File: src/rtl/riscv_pkg.sv
`default_nettype none
// ============================================================================
// Module      : riscv_pkg
// Description : Shared types and default widths for the memory port arbiter.
// Revision    : 1.0
// ============================================================================
package riscv_pkg;

  localparam int DEF_WIDTH    = 32;
  localparam int DEF_BE_WIDTH = DEF_WIDTH / 8;

  typedef enum logic [1:0] {
    IDLE    = 2'd0,
    BUSY_IF = 2'd1,
    BUSY_D  = 2'd2,
    RESP    = 2'd3
  } arb_state_t;

  typedef enum logic {
    OWN_IF = 1'b0,
    OWN_D  = 1'b1
  } owner_t;

endpackage
`default_nettype wire

File: src/rtl/mem_port_arbiter_if.sv
`default_nettype none
// ============================================================================
// Module      : mem_port_arbiter_if
// Description : Fetch, data and memory-side bundle around the arbiter.
// Revision    : 1.0
// ============================================================================
interface mem_port_arbiter_if import riscv_pkg::*; #(
  parameter int WIDTH    = DEF_WIDTH,
  parameter int BE_WIDTH = DEF_BE_WIDTH
);

  logic                if_req;
  logic [WIDTH-1:0]    if_addr;
  logic [WIDTH-1:0]    if_rdata;
  logic                if_valid;
  logic                d_req;
  logic                d_we;
  logic [WIDTH-1:0]    d_addr;
  logic [WIDTH-1:0]    d_wdata;
  logic [BE_WIDTH-1:0] d_be;
  logic [WIDTH-1:0]    d_rdata;
  logic                d_valid;
  logic                err;
  logic                mem_req;
  logic                mem_we;
  logic [WIDTH-1:0]    mem_addr;
  logic [WIDTH-1:0]    mem_wdata;
  logic [BE_WIDTH-1:0] mem_be;
  logic [WIDTH-1:0]    mem_rdata;
  logic                mem_ack;
  logic                busy;

  // Arbiter side: consumes core requests and memory responses.
  modport slave (
    input  if_req, if_addr, d_req, d_we, d_addr, d_wdata, d_be, mem_rdata, mem_ack,
    output if_rdata, if_valid, d_rdata, d_valid, err,
           mem_req, mem_we, mem_addr, mem_wdata, mem_be, busy
  );

  modport master (
    output if_req, if_addr, d_req, d_we, d_addr, d_wdata, d_be, mem_rdata, mem_ack,
    input  if_rdata, if_valid, d_rdata, d_valid, err,
           mem_req, mem_we, mem_addr, mem_wdata, mem_be, busy
  );

endinterface
`default_nettype wire

File: src/rtl/mem_port_arbiter.sv
`default_nettype none
// ============================================================================
// Module      : mem_port_arbiter
// Description : Round-robin fetch/data arbiter for one single-port memory,
//               with an acknowledge watchdog.
// Revision    : 1.0
// ============================================================================
module mem_port_arbiter import riscv_pkg::*; #(
  parameter int WIDTH    = DEF_WIDTH,
  parameter int BE_WIDTH = DEF_BE_WIDTH,
  parameter int TIMEOUT  = 255
) (
  input  wire logic         clk,
  input  wire logic         rst,
  mem_port_arbiter_if.slave bus
);

  localparam int                WD_W    = $clog2(TIMEOUT + 1);
  localparam logic [WD_W-1:0]   WD_LAST = WD_W'(TIMEOUT - 1);

  arb_state_t          state_q, state_d;
  owner_t              last_q, last_d;
  logic [WD_W-1:0]     wd_q, wd_d;
  logic                mem_req_q, mem_req_d;
  logic                mem_we_q, mem_we_d;
  logic [WIDTH-1:0]    mem_addr_q, mem_addr_d;
  logic [WIDTH-1:0]    mem_wdata_q, mem_wdata_d;
  logic [BE_WIDTH-1:0] mem_be_q, mem_be_d;
  logic [WIDTH-1:0]    if_rdata_q, if_rdata_d;
  logic [WIDTH-1:0]    d_rdata_q, d_rdata_d;
  logic                if_valid_q, if_valid_d;
  logic                d_valid_q, d_valid_d;
  logic                err_q, err_d;

  always_ff @(posedge clk or negedge rst) begin
    if (!rst) begin
      state_q     <= IDLE;
      last_q      <= OWN_IF;
      wd_q        <= '0;
      mem_req_q   <= 1'b0;
      mem_we_q    <= 1'b0;
      mem_addr_q  <= '0;
      mem_wdata_q <= '0;
      mem_be_q    <= '0;
      if_rdata_q  <= '0;
      d_rdata_q   <= '0;
      if_valid_q  <= 1'b0;
      d_valid_q   <= 1'b0;
      err_q       <= 1'b0;
    end else begin
      state_q     <= state_d;
      last_q      <= last_d;
      wd_q        <= wd_d;
      mem_req_q   <= mem_req_d;
      mem_we_q    <= mem_we_d;
      mem_addr_q  <= mem_addr_d;
      mem_wdata_q <= mem_wdata_d;
      mem_be_q    <= mem_be_d;
      if_rdata_q  <= if_rdata_d;
      d_rdata_q   <= d_rdata_d;
      if_valid_q  <= if_valid_d;
      d_valid_q   <= d_valid_d;
      err_q       <= err_d;
    end
  end

  always_comb begin
    state_d     = state_q;
    last_d      = last_q;
    wd_d        = wd_q;
    mem_req_d   = mem_req_q;
    mem_we_d    = mem_we_q;
    mem_addr_d  = mem_addr_q;
    mem_wdata_d = mem_wdata_q;
    mem_be_d    = mem_be_q;
    if_rdata_d  = if_rdata_q;
    d_rdata_d   = d_rdata_q;
    if_valid_d  = 1'b0;
    d_valid_d   = 1'b0;
    err_d       = 1'b0;

    case (state_q)
      IDLE: begin
        // Data wins when alone or when fetch owned the memory last time.
        if (bus.d_req && (!bus.if_req || last_q == OWN_IF)) begin
          state_d     = BUSY_D;
          last_d      = OWN_D;
          mem_req_d   = 1'b1;
          mem_we_d    = bus.d_we;
          mem_addr_d  = bus.d_addr;
          mem_wdata_d = bus.d_wdata;
          mem_be_d    = bus.d_be;
        end else if (bus.if_req) begin
          state_d     = BUSY_IF;
          last_d      = OWN_IF;
          mem_req_d   = 1'b1;
          mem_we_d    = 1'b0;
          mem_addr_d  = bus.if_addr;
          mem_wdata_d = '0;
          mem_be_d    = '1;
        end
      end

      BUSY_IF, BUSY_D: begin
        if (bus.mem_ack) begin
          state_d   = RESP;
          mem_req_d = 1'b0;
          if (state_q == BUSY_IF) begin
            if_valid_d = 1'b1;
            if_rdata_d = bus.mem_rdata;
          end else begin
            d_valid_d = 1'b1;
            if (!mem_we_q) begin
              d_rdata_d = bus.mem_rdata;
            end
          end
        end else if (wd_q == WD_LAST) begin
          // TIMEOUT-th cycle without an ack: abort, rdata untouched.
          state_d   = RESP;
          mem_req_d = 1'b0;
          err_d     = 1'b1;
          if (state_q == BUSY_IF) begin
            if_valid_d = 1'b1;
          end else begin
            d_valid_d = 1'b1;
          end
        end else begin
          wd_d = wd_q + 1'b1;
        end
      end

      RESP: begin
        state_d = IDLE;
        wd_d    = '0;
      end

      default: begin
        state_d = IDLE;
      end
    endcase
  end

  assign bus.mem_req   = mem_req_q;
  assign bus.mem_we    = mem_we_q;
  assign bus.mem_addr  = mem_addr_q;
  assign bus.mem_wdata = mem_wdata_q;
  assign bus.mem_be    = mem_be_q;
  assign bus.if_rdata  = if_rdata_q;
  assign bus.d_rdata   = d_rdata_q;
  assign bus.if_valid  = if_valid_q;
  assign bus.d_valid   = d_valid_q;
  assign bus.err       = err_q;
  assign bus.busy      = (state_q != IDLE);

endmodule
`default_nettype wire

File: src/flat_wrapper.sv
// flat-port wrapper written by rule: the top's interface ports become plain ports
module mem_port_arbiter_flat import riscv_pkg::*;
#(
  parameter int WIDTH    = DEF_WIDTH,
  parameter int BE_WIDTH = DEF_BE_WIDTH,
  parameter int TIMEOUT  = 255
)
  (clk, rst, bus_if_req, bus_if_addr, bus_d_req, bus_d_we, bus_d_addr, bus_d_wdata, bus_d_be, bus_mem_rdata, bus_mem_ack, bus_if_rdata, bus_if_valid, bus_d_rdata, bus_d_valid, bus_err, bus_mem_req, bus_mem_we, bus_mem_addr, bus_mem_wdata, bus_mem_be, bus_busy);
  mem_port_arbiter_if #(.WIDTH(WIDTH), .BE_WIDTH(BE_WIDTH)) bus_i ();
  input  wire logic clk;
  input  wire logic rst;
  input wire logic [$bits(bus_i.if_req)-1:0] bus_if_req;
  input wire logic [$bits(bus_i.if_addr)-1:0] bus_if_addr;
  input wire logic [$bits(bus_i.d_req)-1:0] bus_d_req;
  input wire logic [$bits(bus_i.d_we)-1:0] bus_d_we;
  input wire logic [$bits(bus_i.d_addr)-1:0] bus_d_addr;
  input wire logic [$bits(bus_i.d_wdata)-1:0] bus_d_wdata;
  input wire logic [$bits(bus_i.d_be)-1:0] bus_d_be;
  input wire logic [$bits(bus_i.mem_rdata)-1:0] bus_mem_rdata;
  input wire logic [$bits(bus_i.mem_ack)-1:0] bus_mem_ack;
  output wire logic [$bits(bus_i.if_rdata)-1:0] bus_if_rdata;
  output wire logic [$bits(bus_i.if_valid)-1:0] bus_if_valid;
  output wire logic [$bits(bus_i.d_rdata)-1:0] bus_d_rdata;
  output wire logic [$bits(bus_i.d_valid)-1:0] bus_d_valid;
  output wire logic [$bits(bus_i.err)-1:0] bus_err;
  output wire logic [$bits(bus_i.mem_req)-1:0] bus_mem_req;
  output wire logic [$bits(bus_i.mem_we)-1:0] bus_mem_we;
  output wire logic [$bits(bus_i.mem_addr)-1:0] bus_mem_addr;
  output wire logic [$bits(bus_i.mem_wdata)-1:0] bus_mem_wdata;
  output wire logic [$bits(bus_i.mem_be)-1:0] bus_mem_be;
  output wire logic [$bits(bus_i.busy)-1:0] bus_busy;
  assign bus_i.if_req = bus_if_req;
  assign bus_i.if_addr = bus_if_addr;
  assign bus_i.d_req = bus_d_req;
  assign bus_i.d_we = bus_d_we;
  assign bus_i.d_addr = bus_d_addr;
  assign bus_i.d_wdata = bus_d_wdata;
  assign bus_i.d_be = bus_d_be;
  assign bus_i.mem_rdata = bus_mem_rdata;
  assign bus_i.mem_ack = bus_mem_ack;
  assign bus_if_rdata = bus_i.if_rdata;
  assign bus_if_valid = bus_i.if_valid;
  assign bus_d_rdata = bus_i.d_rdata;
  assign bus_d_valid = bus_i.d_valid;
  assign bus_err = bus_i.err;
  assign bus_mem_req = bus_i.mem_req;
  assign bus_mem_we = bus_i.mem_we;
  assign bus_mem_addr = bus_i.mem_addr;
  assign bus_mem_wdata = bus_i.mem_wdata;
  assign bus_mem_be = bus_i.mem_be;
  assign bus_busy = bus_i.busy;
  mem_port_arbiter #(.WIDTH(WIDTH), .BE_WIDTH(BE_WIDTH), .TIMEOUT(TIMEOUT)) u_core (.clk(clk), .rst(rst), .bus(bus_i));
endmodule
File: config.mk
export PLATFORM = sky130hd
export DESIGN_NAME = mem_port_arbiter_flat
export DESIGN_NICKNAME = d
export VERILOG_FILES = /design/src/rtl/riscv_pkg.sv /design/src/rtl/mem_port_arbiter_if.sv /design/src/rtl/mem_port_arbiter.sv /design/src/flat_wrapper.sv
export SDC_FILE = /design/constraint.sdc
export NUM_CORES = 1
export LEC_CHECK = 0
export CAP_MARGIN = 5
export CORE_MARGIN = 5
export CORE_UTILIZATION = 57
export CTS_CLUSTER_SIZE = 10
export DETAILED_ROUTE_END_ITERATION = 7
export DONT_BUFFER_PORTS = 1
export GPL_ROUTABILITY_DRIVEN = 0
export PLACE_DENSITY = 0.77
export SLEW_MARGIN = 20
export SYNTH_ARGS = -nofsm -noshare
export SYNTH_HDL_FRONTEND = slang
export SYNTH_SLANG_ARGS = --single-unit
File: constraint.sdc
create_clock -name clk -period 1.8 [get_ports clk]
set_input_delay 0.36 -clock clk [delete_from_list [all_inputs] [get_ports clk]]
set_output_delay 0.36 -clock clk [all_outputs]
set_load 0.05 [all_outputs]
==> reports/qor.txt <==
Status - finished with violations
Failing checks - negative hold slack
TritonCTS Buffers - 17
Synth Flop Type - dfrtp_1
Share of cells above drive strength 1 - 22.7%
Min Tclk post-route - 1.75 ns
Fillers - 659
Mux share of post-synthesis cell area - 17.8%
Gr usage total - 24.6%
Io pins - 276
Layout area overhead - 23.9%
Most frequent cells in the layout - 148 x dfrtp_1, 69 x dlygate4sd3_1, 62 x mux2_2
Synth warn - 0
CP top delay family - flip-flops
Initial DRT Pass Iterations - 4
Drt wl/cell - 23.4 µm
Port Buffers - 0
Post-synthesis compound-gate area fraction - 11.0%
Startpoint type of the worst setup path - register
Grt total ovfl - 0
Endpoint class of the critical path - register
Placed insts - 580
Adder-cell share of the synthesized area - 1.44%
Clk sink count - 148
Crit-path cells - inv_2, ha_4, nand2_2, nor3_4, buf_12, mux2_2
Worst skew pair latency - 0.53 ns
DRC - 0
Wl on met1 - 5790 µm
Post-DP HPWL - 10500 µm
Post-Syn Nets - 600
Mapped cell area - 6090 µm²
Yosys top cell area share - 60.8%
Routed WL - 16000 µm
Nets@finish - 678
Initial DRC Count - 317
DIE AREA - 12800 µm²
Clock slew at reported path FFs - 0.06 ns
Final hold violation count - 148
First-pass GRT wire length - 24300 µm
Routed wl met2 - 8480 µm
Via-to-Cell Ratio - 5.91
FP Rows - 37
EDFF count, synth - 0
Top Metal Used - met4
Initial Util - 58.7%
Area after DPL - 6290 µm²
Yosys reg bits - 148
Simple-gate share of the synthesized area - 5.78%
Worst Path Max Fanout - 18
Top post-synthesis cells by area - dfrtp_1 61%, mux2_2 12%, mux2i_1 5.9%
H-tree Lvls - 4
Post-Syn Area per Cell - 13.4 µm²
Number of global-route vias before repair - 4312
Hold_ws - -0.473 ns
Most common cell after layout, fill and taps aside - dfrtp_1
DR vias - 4030
Clock buffer depth - 2
Met3 wire len - 1400 µm
Die height - 113 µm
Required time of the critical path - 2.20 ns
Clock root buffer - clkbuf_8
Cells after Synth - 455
Slew Limit Fails - 0
Largest net degree at the start of global routing - 149
Final Cell Area - 7540 µm²
Yosys top cell by area - dfrtp_1
F_max - 572 MHz
XOR/XNOR share of the synthesized area - 0%
Final setup viols - 0
CTS tree - yes
Area of the core - 10400 µm²
Slowest cell on the critical path - dfrtp_1
Distinct cells, synth - 43
Largest family of logic cells by synthesized area - multiplexers
Seq/Total Area, Yosys - 60.8%
Setup Crit Path Kind - register to register
Core Util, Final - 72.8%
Fin cells - 682
Chip width - 113 µm
Final ANT Viol Nets - 0
Max-Cap Viols - 0
Crit path arrival time - 2.15 ns
CP peak stage delay - 0.37 ns
N_diodes - 0
Setup Skew - 0.0136 ns
Initial antenna violation count - 0
Async S/R FF share, synth - 100%
Final Cycle Share - 97.2%
Hold WC Path Type - primary input to asynchronous set/reset pin
Slew margin rel. - 63.7%
Pin slew with the least headroom to its limit - 0.544 ns
RSZ-0062 raised after global routing - true
Worst path bufs/invs - 2
## cell usage after synthesis, drive strengths merged, types with 5 or more instances
cell type  number
dfrtp         148
mux2           64
nand2          42
o21ai          40
mux2i          36
a22o           33
buf            19
nand3           8
clkbuf          7
ha              7
nor2            7
inv             6
a21oi           5
nor3            5
o22a            5
## layer usage
layer  global-route usage (%)  vias to the layer above
li1                         -                     1801
met1                     28.0                     1988
met2                     43.7                      217
met3                     8.07                       24
met4                     8.25                        0
met5                        0                        -
## cells by family (layout without fill, tap and decap cells)
kind of cell	Yosys count	after routing
and+or+nand+nor	74	74
adders and majority gates	7	7
buffers and inverters	32	123
DFF	148	148
muxes	100	100
AOI/OAI and AO/OA	94	94
## worst reg2reg max path, stage by stage (launching register included)
cell and delay (ns):
dfrtp_1 0.37, inv_2 0.06, ha_4 0.30, nand2_2 0.07, nor3_4 0.27, buf_12 0.20, mux2_2 0.36
## cell type report
type                            count  area [µm²]  area share [%]
Sequential cell                   148        3700            49.1
Inverter                            6        22.5           0.299
Timing Repair Buffer               85         890            11.8
Clock buffer                       18         418            5.54
Tap cell                          136         170            2.26
Clock inverter                     14         119            1.58
Multi-Input combinational cell    275        2220            29.5
## timing repair
item | 4_1_cts | 5_1_grt
pin swaps | 1 | 2
hold endpoints to repair | 248 | 149
buffers inserted | 1 | 0
hold buffers | 68 | 1
gates resized for setup | 3 | 3
setup endpoints to repair | 33 | 21
## registers in the layout (all words and copies together) (netlist names), 2 cells and up
name and cells:
u_core.wd_q 8, u_core.bus.d_rdata 32, u_core.state_q 2, u_core.bus.mem_wdata 32, u_core.bus.mem_addr 32, u_core.bus.mem_be 4, u_core.bus.if_rdata 32
## metrics by stage
step,worst slack (ns),setup TNS (ns)
after floorplan,-0.0104,-0.294
after global placement,0.0337,0
after detailed placement,-0.0249,-0.164
after CTS,0.0170,0
after global routing,-0.00565,-0.0134
final,0.0505,0
## worst paths after layout
kind	from	end	slack, ns	depth (start not counted)
min in group clk	bus_if_addr[20]	u_core.bus.mem_addr[20]$_DFFE_PN0P_	0.04	2
worst max register to register	u_core.state_q[1]$_DFFE_PN0P_	u_core.bus.d_rdata[8]$_DFFE_PN0P_	0.05	6
max in group asynchronous	rst	u_core.bus.mem_be[1]$_DFFE_PN0P_	2.03	0
worst min register to register	u_core.last_q$_DFFE_PN0P_	u_core.last_q$_DFFE_PN0P_	0.55	2
worst max-delay path	u_core.state_q[1]$_DFFE_PN0P_	u_core.bus.d_rdata[8]$_DFFE_PN0P_	0.05	6
worst min-delay path	rst	u_core.bus.if_rdata[0]$_DFFE_PN0P_	-0.47	0
Power is left out: the tool's default activity adds up to more than one toggle a clock period on the data nets, which glitch-free logic cannot reach.
==> RTL change, RTL diff (same flow settings) <==
`wd_q`, `mem_addr_q`, `mem_wdata_q`, `mem_be_q`, `if_rdata_q` and `d_rdata_q` no longer have a reset.
--- a/src/rtl/mem_port_arbiter.sv
+++ b/src/rtl/mem_port_arbiter.sv
@@ -36,32 +36,29 @@
     if (!rst) begin
       state_q     <= IDLE;
       last_q      <= OWN_IF;
-      wd_q        <= '0;
       mem_req_q   <= 1'b0;
       mem_we_q    <= 1'b0;
-      mem_addr_q  <= '0;
-      mem_wdata_q <= '0;
-      mem_be_q    <= '0;
-      if_rdata_q  <= '0;
-      d_rdata_q   <= '0;
       if_valid_q  <= 1'b0;
       d_valid_q   <= 1'b0;
       err_q       <= 1'b0;
     end else begin
       state_q     <= state_d;
       last_q      <= last_d;
-      wd_q        <= wd_d;
       mem_req_q   <= mem_req_d;
       mem_we_q    <= mem_we_d;
-      mem_addr_q  <= mem_addr_d;
-      mem_wdata_q <= mem_wdata_d;
-      mem_be_q    <= mem_be_d;
-      if_rdata_q  <= if_rdata_d;
-      d_rdata_q   <= d_rdata_d;
       if_valid_q  <= if_valid_d;
       d_valid_q   <= d_valid_d;
       err_q       <= err_d;
     end
+  end
+
+  always_ff @(posedge clk) begin
+    wd_q        <= wd_d;
+    mem_addr_q  <= mem_addr_d;
+    mem_wdata_q <= mem_wdata_d;
+    mem_be_q    <= mem_be_d;
+    if_rdata_q  <= if_rdata_d;
+    d_rdata_q   <= d_rdata_d;
   end
 
   always_comb begin
Function: changed (a bounded check fails within 4 cycles, from zero or initial values and one cycle with rst low).
==> RTL change against the unedited design <==
Worst setup slack lost 0.033 ns. Sequential cell count unchanged. Via count decreased by 34%. Maximum frequency down 1.8%. Area after synthesis is 9.4% lower. Routed wire length down 21%. Final area is 9.0% lower.
==> RTL change: results (changes against the unedited design) <==
* Outcome: finished, final reports clean
* CP Data Arrival Time at 1.42 ns (-0.73 ns)
* Signal buffers share of area at 0.0818 (-0.0361)
* Routed vias/inst at 5.31 (-10%)
* Unique masters post-synth at 30 (-30%)
* Ant. Diodes at 3 (+3)
* Multiplexer share of the synthesized area at 0.0776 (-0.100)
* Non-clk bufs at 54 (-36%)
* DR vias at 2676 (-34%)
* Tightest Hold Check Type: in -> reg
* Clock Latency Late Sink at 0.52 ns
* Fillers at 569 (-14%)
* Initial antenna violation count at 3 (+3)
* Synth area leaders: edfxtp_1, mux2_2, and2_1
* WHS at 0.0253 ns (+0.498 ns)
* Fraction of area in multi-input gates at 0.153 (-0.141)
* Initial DRC count at 167 (-47%)
* First-pass GRT wire length at 17000 µm (-30%)
* CP Class: reg -> out
* Reg2reg setup slack at 0.17 ns (+0.12 ns)
* Post-synth top cells: edfxtp_1, and2_1, mux2_2, nor2_1, mux2_4
* Hpwl dp at 9320 µm (-11%)
* Multi-input comb cells at 127 (-54%)
* Seq/total area at 0.641 (+0.151)
* Synth Area in Compound Gates at 0.0145 (-0.0957)
* Placed instance area at 5810 µm² (-7.6%)
* Post-synthesis cell area at 5520 µm² (-9.4%)
* Post-synth EDFFs at 140 (+140)
* Flip-flop and latch area at 4400 µm² (+19%)
* Seq/Total Area, Yosys at 0.798 (+0.190)
* Syn_nets at 436 (-27%)
* All-Layer GR Usage at 0.208 (-0.0378)
* Reg-to-Reg End: u_core.bus.mem_wdata[15]
* Share of cells above drive strength 1 at 0.242 (+0.0147)
* Adder-Cell Fraction of Synth Area at 0.0159 (+0.00149)
* Placed insts at 428 (-26%)
* Nets at 501 (-26%)
* FF-to-FF Start: u_core.state_q[0]
* Crit path to: bus_busy
* Slew HR at 0.589 (-0.0487)
* CP max FO at 5 (-13)
RTL change: cell count changes after synthesis, sizes merged, moves of 4 or more:
cell    unedited run  this run
dfrtp            148         8
and2               2        33
mux2i             36         3
edfxtp             0       140
mux2              64        32
o21ai             40         6
nor2               7        15
nand2             42         5
a22o              33         0
buf               19         4
o22a               5         0
nand3              8         4
RTL change: timing repair:
action                                  CTS  global route
endpoints found under the setup margin    1             1
resized for setup                         1             0
hold endpoints to repair                 75             0
setup buffers                             4             2
hold buffers                             36             0
pin swaps                                 0             1
RTL change: critical path: cells and delay by family (launching register included):
family / cells / cell delay (ns)
DFF: 1 / 0.38
buffers and inverters: 3 / 0.33
adders and majority gates: 1 / 0.17
RTL change: per-layer routing:
metal / part of all wire / vias to the layer above / track usage
li1: - / 1220 / -
met1: 0.33 / 1305 / 0.216
met2: 0.57 / 136 / 0.374
met3: 0.088 / 15 / 0.0812
met4: 0.013 / 0 / 0.0893
met5: 0 / - / 0
